<file path="src/rtl/edge_seq_monitor.sv">
// Four-stage edge/event sequence monitor: waits on per-stage edge or event
// conditions and emits a timestamped hit strobe for each satisfied stage.
module edge_seq_monitor #(
  parameter int TS_W = 32,
  parameter bit LOOP = 1'b0
) (
  input  logic            clk,
  input  logic            rst_n,
  input  logic            en,
  input  logic            clr,
  input  logic            sig1,
  input  logic            sig2,
  input  logic            ev,
  output logic            hit,
  output logic [1:0]      hit_stage,
  output logic [TS_W-1:0] hit_ts,
  output logic [1:0]      stage,
  output logic            done
);

  // state | meaning
  // S0    | wait posedge sig1 or ev
  // S1    | wait posedge sig2 or ev
  // S2    | wait posedge sig1 or negedge sig2
  // S3    | wait negedge sig1 or posedge sig2
  // DONE  | sequence complete, inputs ignored until clr (LOOP=0 only)
  typedef enum logic [2:0] {S0, S1, S2, S3, DONE} state_t;

  state_t          state, state_nx;
  logic [TS_W-1:0] ts;
  logic            sig1_q, sig2_q;
  logic            pos1, neg1, pos2, neg2;
  logic            cond;
  logic            hit_nx;
  logic [1:0]      hit_stage_nx;
  logic [TS_W-1:0] hit_ts_nx;
  logic            done_nx;
  logic [1:0]      stage_cur;

  assign pos1 = sig1 & ~sig1_q;
  assign neg1 = ~sig1 & sig1_q;
  assign pos2 = sig2 & ~sig2_q;
  assign neg2 = ~sig2 & sig2_q;

  always_ff @(posedge clk or negedge rst_n) begin
    if (!rst_n) begin
      state <= S0;
    end else begin
      state <= state_nx;
    end
  end

  always_comb begin
    state_nx     = state;
    hit_nx       = 1'b0;
    hit_stage_nx = hit_stage;
    hit_ts_nx    = hit_ts;
    done_nx      = LOOP ? 1'b0 : (state == DONE);
    cond         = 1'b0;
    stage_cur    = 2'd0;

    case (state)
      S0:      begin cond = pos1 | ev;   stage_cur = 2'd0; end
      S1:      begin cond = pos2 | ev;   stage_cur = 2'd1; end
      S2:      begin cond = pos1 | neg2; stage_cur = 2'd2; end
      S3:      begin cond = neg1 | pos2; stage_cur = 2'd3; end
      default: begin cond = 1'b0;        stage_cur = 2'd3; end
    endcase

    // clr wins over any condition sampled in the same cycle
    if (clr) begin
      state_nx = S0;
      done_nx  = 1'b0;
    end else if (en && cond) begin
      hit_nx       = 1'b1;
      hit_stage_nx = stage_cur;
      hit_ts_nx    = ts;
      case (state)
        S0:      state_nx = S1;
        S1:      state_nx = S2;
        S2:      state_nx = S3;
        S3: begin
          state_nx = LOOP ? S0 : DONE;
          done_nx  = 1'b1;
        end
        default: state_nx = state;
      endcase
    end
  end

  always_ff @(posedge clk or negedge rst_n) begin
    if (!rst_n) begin
      ts        <= '0;
      sig1_q    <= 1'b0;
      sig2_q    <= 1'b1;
      hit       <= 1'b0;
      hit_stage <= 2'd0;
      hit_ts    <= '0;
      done      <= 1'b0;
    end else begin
      ts        <= ts + {{(TS_W-1){1'b0}}, 1'b1};
      sig1_q    <= sig1;
      sig2_q    <= sig2;
      hit       <= hit_nx;
      hit_stage <= hit_stage_nx;
      hit_ts    <= hit_ts_nx;
      done      <= done_nx;
    end
  end

  assign stage = stage_cur;

endmodule
</file>
<file path="config.mk">
export PLATFORM = sky130hd
export DESIGN_NAME = edge_seq_monitor
export DESIGN_NICKNAME = d
export VERILOG_FILES = /design/src/rtl/edge_seq_monitor.sv
export SDC_FILE = /design/constraint.sdc
export NUM_CORES = 1
export LEC_CHECK = 0
export BUFFER_PORTS_ARGS = -buffer_cell sky130_fd_sc_hd__buf_2
export CAP_MARGIN = 20
export CORE_ASPECT_RATIO = 0.8
export CORE_UTILIZATION = 51
export DETAILED_ROUTE_END_ITERATION = 12
export PLACE_DENSITY = 0.87
export SETUP_SLACK_MARGIN = 0.02
export SLEW_MARGIN = 15
export SYNTH_ARGS = -nofsm -noshare
export SYNTH_HDL_FRONTEND = slang
export SYNTH_SLANG_ARGS = --single-unit
</file>
<file path="constraint.sdc">
create_clock -name clk -period 2 [get_ports clk]
set_clock_uncertainty 0.1 [all_clocks]
set_input_delay 0.2 -clock clk [delete_from_list [all_inputs] [get_ports clk]]
set_output_delay 0.2 -clock clk [all_outputs]
set_load 0.02 [all_outputs]
</file>
# Word-level counts from Yosys, hierarchy flattened
# Index checks and enable logic that the tools add are counted.
[op_classes]
n_addsub = 1
n_eq_ne = 4
muxes = 10
bitwise_logic = 13
n_reduce_logical = 6
[ops]
columns = ["op", "count"]
rows = [
  ["$add 32x1->32 const B", 1],
  ["$pmux 3 s4", 1],
  ["$eq 3x2->1 const B", 2],
  ["$mux 3", 2],
  ["$pmux 2 s3", 1],
  ["$mux 1", 5],
  ["$not 1->1", 5],
  ["$reduce_bool 5->1", 1],
  ["$and 1x1->1", 4],
  ["$or 1x1->1", 4],
  ["$pmux 1 s4", 1],
  ["$reduce_and 2->1", 2],
  ["$eq 3x1->1 const B", 1],
  ["$eq 3x3->1 const B", 1],
  ["$logic_not 3->1", 1],
  ["$reduce_bool 2->1", 1],
  ["$logic_and 1x1->1", 1],
]
[totals]
regBits = 73
inputBits = 7
wordCells = 42

# Longest topological paths before layout
[logic_depth]
depth_word = 7
depth_mapped = 7

# Worst setup path after synthesis
# Ideal clock, no wire load.
[synth_timing]
path_kind = "register -> register"
start = "reg sig2_q"
end = "reg hit_stage[0]"
setup_time_ps = 125
arrival_ps = 1849
t_required_ps = 1775
path_slack_ps = -74
path_stages_with_launch = 8
n_path_buf = 2
period_less_slack_ps = 2074
path_cell_list = "dfstp_2 -> inv_1 -> o311ai_4 -> a21oi_1 -> or3b_1 -> buf_6 -> buf_6 -> mux2_4"
[synth_via]
elab_chain_len = 6
word_cells_on_any_way = 9
classes_between = "mux (1); bitwise (6); reduce/logical (2)"
[synth_lines]
columns = ["element", "line_no", "rtl"]
rows = [
  ["from (decl)", "31", "logic sig1_q, sig2_q;"],
  ["from (signal assigned)", "103", "sig2_q <= sig2;"],
  ["$not 1->1", "42", "assign pos2 = sig2 & ~sig2_q;"],
  ["$and 1x1->1", "42", ""],
  ["$or 1x1->1, on equally long branches", "66, 64", ""],
  ["$pmux 1 s4 *", "62", "case (state)"],
  ["$logic_and 1x1->1 *", "74", "end else if (en && cond) begin"],
  ["$reduce_and 2->1 (no line) *", "n/a", ""],
  ["to (signal assigned)", "105", "hit_stage <= hit_stage_nx;"],
  ["to (decl)", "15", "output logic [1:0] hit_stage,"],
]
# Every way passes the cells marked *; elsewhere a longest branch is shown, timed or not.
# A chain may end at the register's enable or synchronous reset.

# Worst setup path after layout
[layout_timing]
start = "reg sig2_q"
end = "reg hit_ts[23]"
[layout_via]
elab_chain_len = 6
word_cells_on_any_way = 9
classes_between = "mux (1); bitwise (6); reduce/logical (2)"
[layout_lines]
columns = ["element", "line_no", "rtl"]
rows = [
  ["$not 1->1", "42", ""],
  ["$and 1x1->1", "42", ""],
  ["$or 1x1->1, on equally long branches", "66, 64", ""],
  ["$pmux 1 s4 *", "62", ""],
  ["$logic_and 1x1->1 *", "74", ""],
  ["$reduce_and 2->1 (no line) *", "n/a", ""],
  ["to (signal assigned)", "106", "hit_ts <= hit_ts_nx;"],
  ["to (decl)", "16", "output logic [TS_W-1:0] hit_ts,"],
]
# Marks and branches as above.

==> flow_summary.ini <==
[timing]
min_period_ns = 2.08
hold_violations = 0
post-route-period-util = 1.04
setup_viol = 34
final.setup.worst_slack_ns = -0.0830
max_freq_mhz = 480
worst_pin_slew_ns = 0.379
fin_tns_setup_ns = -2.20
drv_slew = 0
grt_setup_unrepaired = true
slew_headroom = 0.747
fin_hold_ws_ns = 0.139

[die]
dieArea_um2 = 6420
rows = 25
die_h_um = 71.9
start_util = 0.527
die_w_um = 89.4
core-area_um2 = 5910
io_pins = 45

[power_and_ir_drop]
finalPower_mw = 3.05
leakage_nw = 1.97
ir_drop_uv = 502
power_density_nw_per_um2 = 811

[setup_path]
cp.arrival_ns = 2.22
r2r_slack_ns = -0.08
r2r_cells = 6
r2r-end = hit_ts[23]
cp.required_ns = 2.13
cp-endpoint = hit_ts[23]
startpoint_type = flop
regToRegStartpoint = sig2_q
critPathCaptureType = flop
crit_start = sig2_q
criticalPathCategory = reg2reg
path_max_fanout = 18

[route]
via_per_inst = 5.13
antenna_left = 0
wl_um = 5560
num_vias = 1919
first_pass_iters = 4
post_drt_wl_per_cell_um = 14.9
drt-initial-drc-count = 108
drcViolationCount = 0

[synthesis]
syn_nets = 233
synth_top_area_share = 0.579
synth-edff-count = 0
syn_area_um2 = 3110
yosysTopAreaCell = dfrtp_1
avgSynthCellArea_um2 = 13.8
yosysSeqAreaShare = 0.587
synthCells = 225
yosys-top-cells-area = dfrtp_1 (58%), mux2_4 (14%), xnor2_1 (7.0%)
async_reset_ff_frac = 1.00
ys.flop_type = dfrtp_1
yosysWarnings = 0
ys_ff_latch = 73
synth_cell_types = 31
post-synth-top-count-cell = dfrtp_1
synth_common_cells = dfrtp_1 (72), mux2_4 (29), xnor2_1 (25)

[clocking]
cts_buffer_depth = 2
cts_tree = built
cts_max_level = 3
numCtsBuffers = 9
cts-root-buf = clkbuf_8
post_cts_buffers = 0
clock_latency_ns = 0.35
cts.sinks = 73
path_clk_slew_ns = 0.07

[grt]
grt_pass1_wl_um = 9340
grt_usage = 0.203
grt_pass1_vias = 1903
antenna_found_initial = 0
grt_max_degree = 74
grt_overflow_total = 0

[hold_path]
hold_path.class = in2reg
min_path_cells = 5

[layout]
antenna_cells = 0
drive_above_1_share = 0.379
layout.nets = 296
areaGrowthSynthToFinish_pct = 20.9

[placed_design]
portBuffers = 44
place_ws_ns = -0.182
gp_congestion = 0.768
dp_hpwl_um = 3570

[status]
status = complete, but fails checks
violations = setup timing

[run]
drv_cap = 0
[cells in the final DEF, fill, tap and decap left out, types with 3 or more instances in the layout]
cell type      instances
nand3_1               17
dfrtp_1               72
buf_2                 44
a21oi_1                4
nand4_1                5
mux2_4                29
xor2_1                 6
xnor2_1               25
clkbuf_8               9
nor3_1                 3
and4_1                 3
inv_1                  6
dlygate4sd3_1          4
nand2_1               10
and3_1                 6
nor2_1                 9
mux2_2                 5
buf_4                  6
[flip-flops by register name, indices dropped and copies added (netlist names)]
name and cells:
hit_stage 2, done 1, hit 1, ts 32
hit_ts 32, sig1_q 1, state 3, sig2_q 1
[kinds of logic (layout without fill, tap and decap cells)]
kind of cell,after synthesis,after routing,synth area share
muxes,34,34,0.158
DFF,73,73,0.587
AOI/OAI and AO/OA,10,10,0.0277
adders and majority gates,1,1,0.00402
and+or+nand+nor,64,64,0.112
xor gates and xnor gates,31,31,0.0872
buffers and inverters,12,80,0.0241
[critical path: stages (launching register included)]
cell and delay (ns):
dfstp_2 0.54, inv_2 0.04, o311ai_4 0.27, a21oi_2 0.08, or3b_4 0.44, buf_12 0.20, mux2_4 0.30
[stage by stage]
step	std cells	util	cell area, um^2
2_1_floorplan	225	-	3120
3_3_place_gp	353	0.587	3470
3_5_place_dp	353	0.587	3470
4_1_cts	374	0.636	3760
5_1_grt	374	0.637	3760
6_report	374	0.637	3760
[worst min path at each step]
stage                      from  slack, ns     end
after floorplan           rst_n      -0.20    done
after global placement    rst_n       0.15  sig1_q
after detailed placement  rst_n       0.15  sig1_q
after CTS                    en        0.1    done
after global routing         en       0.19    done
final                        en       0.14    done
[routing by layer]
layer	part of all wire	GRT usage	vias up
li1	-	-	904
met3	0.041	0.0772	8
met1	0.46	0.269	969
met4	0.017	0.0705	0
met2	0.48	0.308	38
met5	0	0	-
[final cells by class]
type / count / area, um^2
fill: 451 / 2150
clock inverter: 6 / 91.3
tap: 81 / 101
clock buffer: 10 / 128
inverter: 7 / 26.3
timing repair buffer: 57 / 373
multi-input combinational: 140 / 1220
sequential: 73 / 1830
[report_power, final]
part / leakage [nW] / switching [mW] / internal (mW)
Clock: 0.111 / 0.548 / 0.708
Sequential: 0.981 / 0.0213 / 1.51
Combinational: 0.880 / 0.143 / 0.121
[repair_timing]
action / in CTS / in global routing
setup endpoints to repair: 34 / 34
pin swaps: 1 / 0
hold endpoints to repair: 78 / 0
cloned: 1 / 0
hold buffers: 4 / 0
resized for setup: 2 / 1
Note: power is estimated with default switching activity, not from simulation.
